===== src/rtl/sm4_pkg.sv =====
// Shared SM4 key-schedule definitions: round count, FK words,
// CK generator and the expansion FSM state type.
package sm4_pkg;

  localparam int NUM_ROUNDS = 32;

  localparam logic [31:0] FK0 = 32'ha3b1bac6;
  localparam logic [31:0] FK1 = 32'h56aa3350;
  localparam logic [31:0] FK2 = 32'h677d9197;
  localparam logic [31:0] FK3 = 32'hb27022dc;

  typedef enum logic {
    S_IDLE,
    S_EXPAND
  } state_e;

  // CK[i] byte j (j=0 is the MSB) is ((4i+j)*7) mod 256;
  // the 8-bit product truncates, which is the mod.
  function automatic logic [31:0] ck_word(input logic [4:0] i);
    logic [7:0]  idx;
    logic [31:0] w;
    w = '0;
    for (int j = 0; j < 4; j++) begin
      idx = {1'b0, i, 2'b00} + 8'(j);
      w[31-8*j -: 8] = idx * 8'd7;
    end
    return w;
  endfunction

endpackage


===== src/rtl/sm4_key_schedule_one_round.sv =====
// One SM4 key-expansion round: state_i/ck_i/round_i in,
// next 128-bit state and the new round key out.
module one_round_for_key_exp
  import sm4_pkg::*;
(
  input  logic [127:0] state_i,
  input  logic [31:0]  ck_i,
  input  logic [4:0]   round_i,
  output logic [127:0] state_o,
  output logic [31:0]  rk_o
);

  localparam logic [2047:0] SBOX = {
    128'hd690e9fecce13db716b614c228fb2c05,
    128'h2b679a762abe04c3aa44132649860699,
    128'h9c4250f491ef987a33540b43edcfac62,
    128'he4b31ca9c908e89580df94fa758f3fa6,
    128'h4707a7fcf37317ba83593c19e6854fa8,
    128'h686b81b27164da8bf8eb0f4b70569d35,
    128'h1e240e5e6358d1a225227c3b01217887,
    128'hd40046579fd327524c3602e7a0c4c89e,
    128'heabf8ad240c738b5a3f7f2cef96115a1,
    128'he0ae5da49b341a55ad933230f58cb1e3,
    128'h1df6e22e8266ca60c02923ab0d534e6f,
    128'hd5db3745defd8e2f03ff6a726d6c5b51,
    128'h8d1baf92bbddbc7f11d95c411f105ad8,
    128'h0ac13188a5cd7bbd2d74d012b8e5b4b0,
    128'h8969974a0c96777e65b9f109c56ec684,
    128'h18f07dec3adc4d2079ee5f3ed7cb3948
  };

  // Entry a sits at bit (255-a)*8, i.e. {~a,3'b0}.
  function automatic logic [7:0] sbox(input logic [7:0] a);
    return SBOX[{~a, 3'b000} +: 8];
  endfunction

  function automatic logic [31:0] tau(input logic [31:0] a);
    return {sbox(a[31:24]), sbox(a[23:16]),
            sbox(a[15:8]),  sbox(a[7:0])};
  endfunction

  logic [127:0] x;
  logic [31:0]  k0, k1, k2, k3, k4;
  logic [31:0]  b;

  // FK whitening is folded into the first round so the
  // state register holds the raw master key at acceptance.
  assign x = (round_i == 5'd0) ?
             (state_i ^ {FK0, FK1, FK2, FK3}) : state_i;

  assign k0 = x[127:96];
  assign k1 = x[95:64];
  assign k2 = x[63:32];
  assign k3 = x[31:0];

  assign b  = tau(k1 ^ k2 ^ k3 ^ ck_i);
  assign k4 = k0 ^ b ^ {b[18:0], b[31:19]}
                     ^ {b[8:0], b[31:9]};

  assign state_o = {k1, k2, k3, k4};
  assign rk_o    = k4;

endmodule


===== src/rtl/sm4_key_schedule.sv =====
// SM4 key expansion: accepts a 128-bit master key, runs 32
// rounds (one per cycle) into a 32x32 round-key file.
// Ports: clk/rst, key_valid_in/key_in/key_ready_out handshake,
// busy_out, done_out pulse, keys_valid_out, and a combinational
// read port rk_rd_addr_in/rk_rd_rev_in -> rk_rd_data_out.
module sm4_key_schedule
  import sm4_pkg::*;
#(
  parameter int NUM_ROUNDS = 32
) (
  input  logic         clk,
  input  logic         rst,
  input  logic         key_valid_in,
  input  logic [127:0] key_in,
  output logic         key_ready_out,
  output logic         busy_out,
  output logic         done_out,
  output logic         keys_valid_out,
  input  logic [4:0]   rk_rd_addr_in,
  input  logic         rk_rd_rev_in,
  output logic [31:0]  rk_rd_data_out
);

  localparam logic [4:0] LAST = 5'(NUM_ROUNDS - 1);

  state_e       state_q, state_d;
  logic [4:0]   cnt_q, cnt_d;
  logic [127:0] st_q, st_d;
  logic         done_q, done_d;
  logic         kv_q, kv_d;
  logic         rk_we;
  logic [31:0]  rf_q [NUM_ROUNDS];

  logic [127:0] rnd_state;
  logic [31:0]  rnd_rk;
  logic [4:0]   rd_idx;

  one_round_for_key_exp u_round (
    .state_i (st_q),
    .ck_i    (ck_word(cnt_q)),
    .round_i (cnt_q),
    .state_o (rnd_state),
    .rk_o    (rnd_rk)
  );

  always_comb begin
    state_d = state_q;
    cnt_d   = cnt_q;
    st_d    = st_q;
    done_d  = 1'b0;
    kv_d    = kv_q;
    rk_we   = 1'b0;
    unique case (state_q)
      S_IDLE: begin
        if (key_valid_in) begin
          st_d    = key_in;
          cnt_d   = 5'd0;
          kv_d    = 1'b0;
          state_d = S_EXPAND;
        end
      end
      S_EXPAND: begin
        st_d  = rnd_state;
        rk_we = 1'b1;
        cnt_d = cnt_q + 5'd1;
        // Exit on the last round; the counter never wraps.
        if (cnt_q == LAST) begin
          cnt_d   = 5'd0;
          done_d  = 1'b1;
          kv_d    = 1'b1;
          state_d = S_IDLE;
        end
      end
    endcase
  end

  always_ff @(posedge clk) begin
    if (rst) begin
      state_q <= S_IDLE;
      cnt_q   <= 5'd0;
      st_q    <= '0;
      done_q  <= 1'b0;
      kv_q    <= 1'b0;
    end else begin
      state_q <= state_d;
      cnt_q   <= cnt_d;
      st_q    <= st_d;
      done_q  <= done_d;
      kv_q    <= kv_d;
    end
  end

  always_ff @(posedge clk) begin
    if (rst) begin
      for (int i = 0; i < NUM_ROUNDS; i++) begin
        rf_q[i] <= '0;
      end
    end else if (rk_we) begin
      rf_q[cnt_q] <= rnd_rk;
    end
  end

  assign rd_idx = rk_rd_rev_in ? (LAST - rk_rd_addr_in)
                               : rk_rd_addr_in;

  assign rk_rd_data_out = rf_q[rd_idx];
  assign key_ready_out  = (state_q == S_IDLE);
  assign busy_out       = (state_q == S_EXPAND);
  assign done_out       = done_q;
  assign keys_valid_out = kv_q;

endmodule


===== config.mk =====
export PLATFORM = sky130hd
export DESIGN_NAME = sm4_key_schedule
export DESIGN_NICKNAME = d
export VERILOG_FILES = /design/src/rtl/sm4_pkg.sv /design/src/rtl/sm4_key_schedule_one_round.sv /design/src/rtl/sm4_key_schedule.sv
export SDC_FILE = /design/constraint.sdc
export NUM_CORES = 2
export LEC_CHECK = 0
export CORE_UTILIZATION = 57
export DETAILED_ROUTE_END_ITERATION = 7
export GPL_TIMING_DRIVEN = 0
export PLACE_DENSITY = 0.88
export SYNTH_ARGS = -nofsm -noshare
export SYNTH_HDL_FRONTEND = slang
export SYNTH_SLANG_ARGS = --single-unit

===== constraint.sdc =====
create_clock -name clk -period 5.6 [get_ports clk]
set_clock_uncertainty 0.05 [all_clocks]
set_input_delay 1.12 -clock clk [delete_from_list [all_inputs] [get_ports clk]]
set_output_delay 1.12 -clock clk [all_outputs]
set_load 0.005 [all_outputs]

==> results of run 1 <==
-- metal layers --
layer,track usage,overflow
met1,0.7557,0
met2,0.8866,2
met3,0.6784,0
met4,0.6932,5
met5,0.4914,0
-- repair_timing --
| item | CTS |
|---|---|
| setup endpoints to repair | 1088 |
| cloned | 1 |
| hold buffers | 0 |
| buffers inserted | 115 |
| resized for setup | 691 |
| pin swaps | 73 |
-- cells by family after synthesis --
logic type,after synthesis,share of synthesized area
muxes,430,0.1291
AOI/OAI and AO/OA,1188,0.1253
adders and majority gates,68,0.01378
DFF,1160,0.5105
buffers and inverters,646,0.04103
xor gates and xnor gates,285,0.04536
and+or+nand+nor,2124,0.1348
-- through the flow --
| step | hold WS (ps) | utilization | setup TNS (ps) | setup WS, ps |
|---|---|---|---|---|
| after floorplan | 424.3 | - | 0 | 24.26 |
| after detailed placement | 462.5 | 0.6114 | -3635580 | -4140 |
| after CTS | 481.9 | 0.6745 | -180.6 | -116.7 |
| after global placement | 459.0 | 0.6055 | -3596330 | -3975 |
==> impl_metrics.json, run 1 <==
{
  "status": "did not finish",
  "flow.stopped_at": "global routing (5_1_grt)",
  "error": "[ERROR GRT-0232] Routing congestion too high. Check the congestion heatmap in the GUI.",
  "dpl.hpwl_mm": 222.6,
  "synth_edf_count": 1024,
  "avgSynthCellArea_um2": 11.11,
  "cts_num_sinks": 1160,
  "grt_max_degree": 33,
  "num_rows": 124,
  "track_usage": 0.7605,
  "ys_seq_area_frac": 0.5105,
  "synth_nets": 6106,
  "start_util": 0.5741,
  "netlist_area_mm2": 0.06556,
  "io_buffers": 169,
  "synthArstFlopShare": 0,
  "crit_endpoint": "rf_q[10][3]$_SDFFCE_PN0P_/D",
  "globalplace.congestion": 1.084,
  "synth.distinct_cells": 91,
  "die_w_um": 341.1,
  "cts_buffers": 112,
  "postSynthCellCount": 5901,
  "ys_top_cells_by_area": "edfxtp_1, mux4_2, nor2_1",
  "overflow": 7,
  "die_h_um": 341.1,
  "yosysMostFrequentCell": "nor2_1",
  "cts_root_buf": "clkbuf_16",
  "synth_top_area_frac": 0.4690,
  "worstEpCategory": "register data pin",
  "placed_area_mm2": 0.06981,
  "io_pins": 173,
  "synth_common_cells": "nor2_1, edfxtp_1, clkbuf_1",
  "synth-warning-count": 0,
  "yosysTopAreaCell": "edfxtp_1",
  "cts_buffer_depth": 3,
  "grt_antenna_before_repair": 80,
  "synth-seq-cells": 1160,
  "dp_cells": 7607,
  "dominantRegCellSynth": "edfxtp_1",
  "cts-htree-levels": 3
}
==> run 2, diff against run 1 <==
Settings changed: CORE_UTILIZATION 57 to 40, PLACE_DENSITY 0.88 to not set, PLACE_DENSITY_LB_ADDON set to 0.15.
Clock period 5.6 ns to 7.3 ns, I/O delays scaled along.
==> impl_metrics.json, run 2 <==
{
  "status": "finished, violations left",
  "violations": "setup timing",
  "num_rows": 148,
  "grt_antenna_before_repair": 13,
  "worst_pin_slew_ps": 1381,
  "maxSlewViolCount": 0,
  "dominantRegCellSynth": "edfxtp_1",
  "globalplace.congestion": 1.079,
  "wl_mm": 294.2,
  "grt_max_degree": 33,
  "regMostFlops": "rf_q",
  "dpl.hpwl_mm": 220.7,
  "rr_endpoint": "rf_q[30][11]",
  "cp.arrival_ps": 7840,
  "drc": 0,
  "drt-wirelength-per-cell_um": 34.44,
  "worstSetupEndpointType": "flip-flop",
  "first_pass_iters": 8,
  "crit_fanout": 13,
  "ant_nets": 0,
  "cts_num_sinks": 1160,
  "critical_path_required_ps": 7730,
  "ys_seq_area_frac": 0.5105,
  "final_core_util": 0.4674,
  "holdPathStages": 2,
  "mostFrequentLayoutCells": "nor2_1, edfxtp_1, clkbuf_1, mux4_2, nand2_1",
  "crit_chain": "clkbuf_2, clkbuf_2, inv_1, ha_1, nand3b_1, clkbuf_4, xnor2_2, clkbuf_2, ha_1, inv_1, nor2_1, o32ai_1, nand2_1, a21oi_1, a211oi_1, a22oi_1, xnor2_1, xnor2_4, buf_2, nor2_1",
  "cp_slowest_stage_delay_ps": 700,
  "start_util": 0.4028,
  "startpoint_type": "flip-flop",
  "top_usage_layer": "met2",
  "clk_pin_slew_ps": 60,
  "synthArstFlopShare": 0,
  "slowest_stage": "xnor2_2",
  "dieArea_mm2": 0.1655,
  "vias": 54904,
  "fin_cells": 8541,
  "die_w_um": 406.9,
  "crit_buf_inv": 7,
  "drt-vias-per-instance": 6.428,
  "area_delta_synth_final_pct": 16.03,
  "largestRegisters": "rf_q x1024, st_q x128, cnt_q x5",
  "worstHoldStart": "st_q[18]",
  "tns_ps": -7357,
  "worst_slack_ps": -100.9,
  "track_usage": 0.3511,
  "cts_tree": "done",
  "worstRegToRegCells": 20,
  "postSynthCellCount": 5901,
  "grt_pass1_vias": 53711,
  "min_to": "st_q[50]",
  "use_met1": 0.4514,
  "drive_gt1_frac": 0.1586,
  "multi_input_area_mm2": 0.03016,
  "avgSynthCellArea_um2": 11.11,
  "cts_hold_repair.buffers": 0,
  "setup_viol": 214,
  "drv_cap": 0,
  "synth_nets": 6106,
  "io_buffers": 169,
  "use_met3": 0.07760,
  "overflow": 0,
  "cts-htree-levels": 4,
  "yosysMostFrequentCell": "nor2_1",
  "grt_pass1_wl_mm": 411.5,
  "insertion_delay_ps": 760,
  "reg2reg_slack_ps": -100,
  "synth-warning-count": 0,
  "ys_top_cells_by_area": "edfxtp_1, mux4_2, nor2_1",
  "cts_buffers": 130,
  "dp_cells": 8282,
  "period_minus_slack_ps": 7401,
  "cts_buffer_depth": 3,
  "io_pins": 173,
  "slew_headroom": 0.07613,
  "fill_cells": 15093,
  "netlist_area_mm2": 0.06556,
  "holdCritPathClass": "flip-flop to flip-flop",
  "synth.distinct_cells": 91,
  "synth_edf_count": 1024,
  "core_area_mm2": 0.1628,
  "synth_top_area_frac": 0.4690,
  "cp.depth": 20,
  "grt_use_met2": 0.5671,
  "die_h_um": 406.9,
  "yosysTopAreaCell": "edfxtp_1",
  "hold_viol": 0,
  "fin_nets": 6470,
  "dr.first_iter.drc_count": 7439,
  "largest_reg_flops": 1024,
  "cts_root_buf": "clkbuf_16",
  "critPathKind": "flip-flop to flip-flop",
  "crit_path_frequent_cell": "clkbuf_2",
  "synth_common_cells": "nor2_1, edfxtp_1, clkbuf_1",
  "period_share": 1.014,
  "crit_family": "buffers and inverters",
  "synth-seq-cells": 1160,
  "seq_area_mm2": 0.03348,
  "rr_startpoint": "cnt_q[2]",
  "fmax_mhz": 135.1,
  "layout_commonest_cell": "nor2_1"
}
-- run 2: how the worst max path moves through the flow --
stage,from,endpoint,slack (ps)
after floorplan,rk_rd_rev_in,rk_rd_data_out[0],1580
after global placement,cnt_q[2],rf_q[27][30],-3240
after detailed placement,cnt_q[2],rf_q[29][1],-2530
after CTS,cnt_q[2],rf_q[20][29],3
after global routing,cnt_q[2],rf_q[18][11],-3
final,cnt_q[2],rf_q[30][11],-100
-- run 2: through the flow --
stage | setup WS (ps) | cell area (um2) | hold slack [ps]
after floorplan | 1584 | 65560 | 424.3
after global placement | -3238 | 69970 | 435.0
after detailed placement | -2532 | 70840 | 455.1
after CTS | 3.233 | 75780 | 450.4
after global routing | -3.216 | 76060 | 492.2
final | -100.9 | 76070 | 463.2
-- run 2: cell families after synthesis --
family / after synthesis / synth area share
AO/OA/AOI/OAI: 1188 / 0.1253
XOR/XNOR: 285 / 0.04536
adder cells (fa/ha/maj): 68 / 0.01378
buffers and inverters: 646 / 0.04103
flip-flops: 1160 / 0.5105
multiplexers: 430 / 0.1291
AND/OR/NAND/NOR: 2124 / 0.1348
-- run 2: metal layers --
metal	part of all wire	wire (um)	vias up
li1	-	-	22724
met1	0.38	113200	27738
met2	0.46	135800	3529
met3	0.095	27980	909
met4	0.058	17090	4
met5	0.000071	21	-
-- run 2: area by class of cell --
cell class / count / area share
sequential: 1160 / 0.4400
tap: 2175 / 0.03577
timing repair buffer: 240 / 0.03625
clock buffer: 155 / 0.04454
buffer: 605 / 0.03585
inverter: 33 / 0.001678
antenna: 5 / 0.0001645
multi-input combinational: 4095 / 0.3965
clock inverter: 73 / 0.009194
-- run 2: what timing repair did --
action,CTS,global route
pin swaps,11,9
setup buffers,23,11
resized for setup,135,69
setup endpoints to repair,1088,1034
-- run 2: tightest hold or removal path, delay by kind of cell (launching register included) --
kind / cells / cell delay [ps]
AOI/OAI and AO/OA: 1 / 80
DFF: 1 / 380
and+or+nand+nor: 1 / 70
Power of run 2 is left out: the tool's default activity adds up to more than one toggle a clock period on the data nets, which glitch-free logic cannot reach.
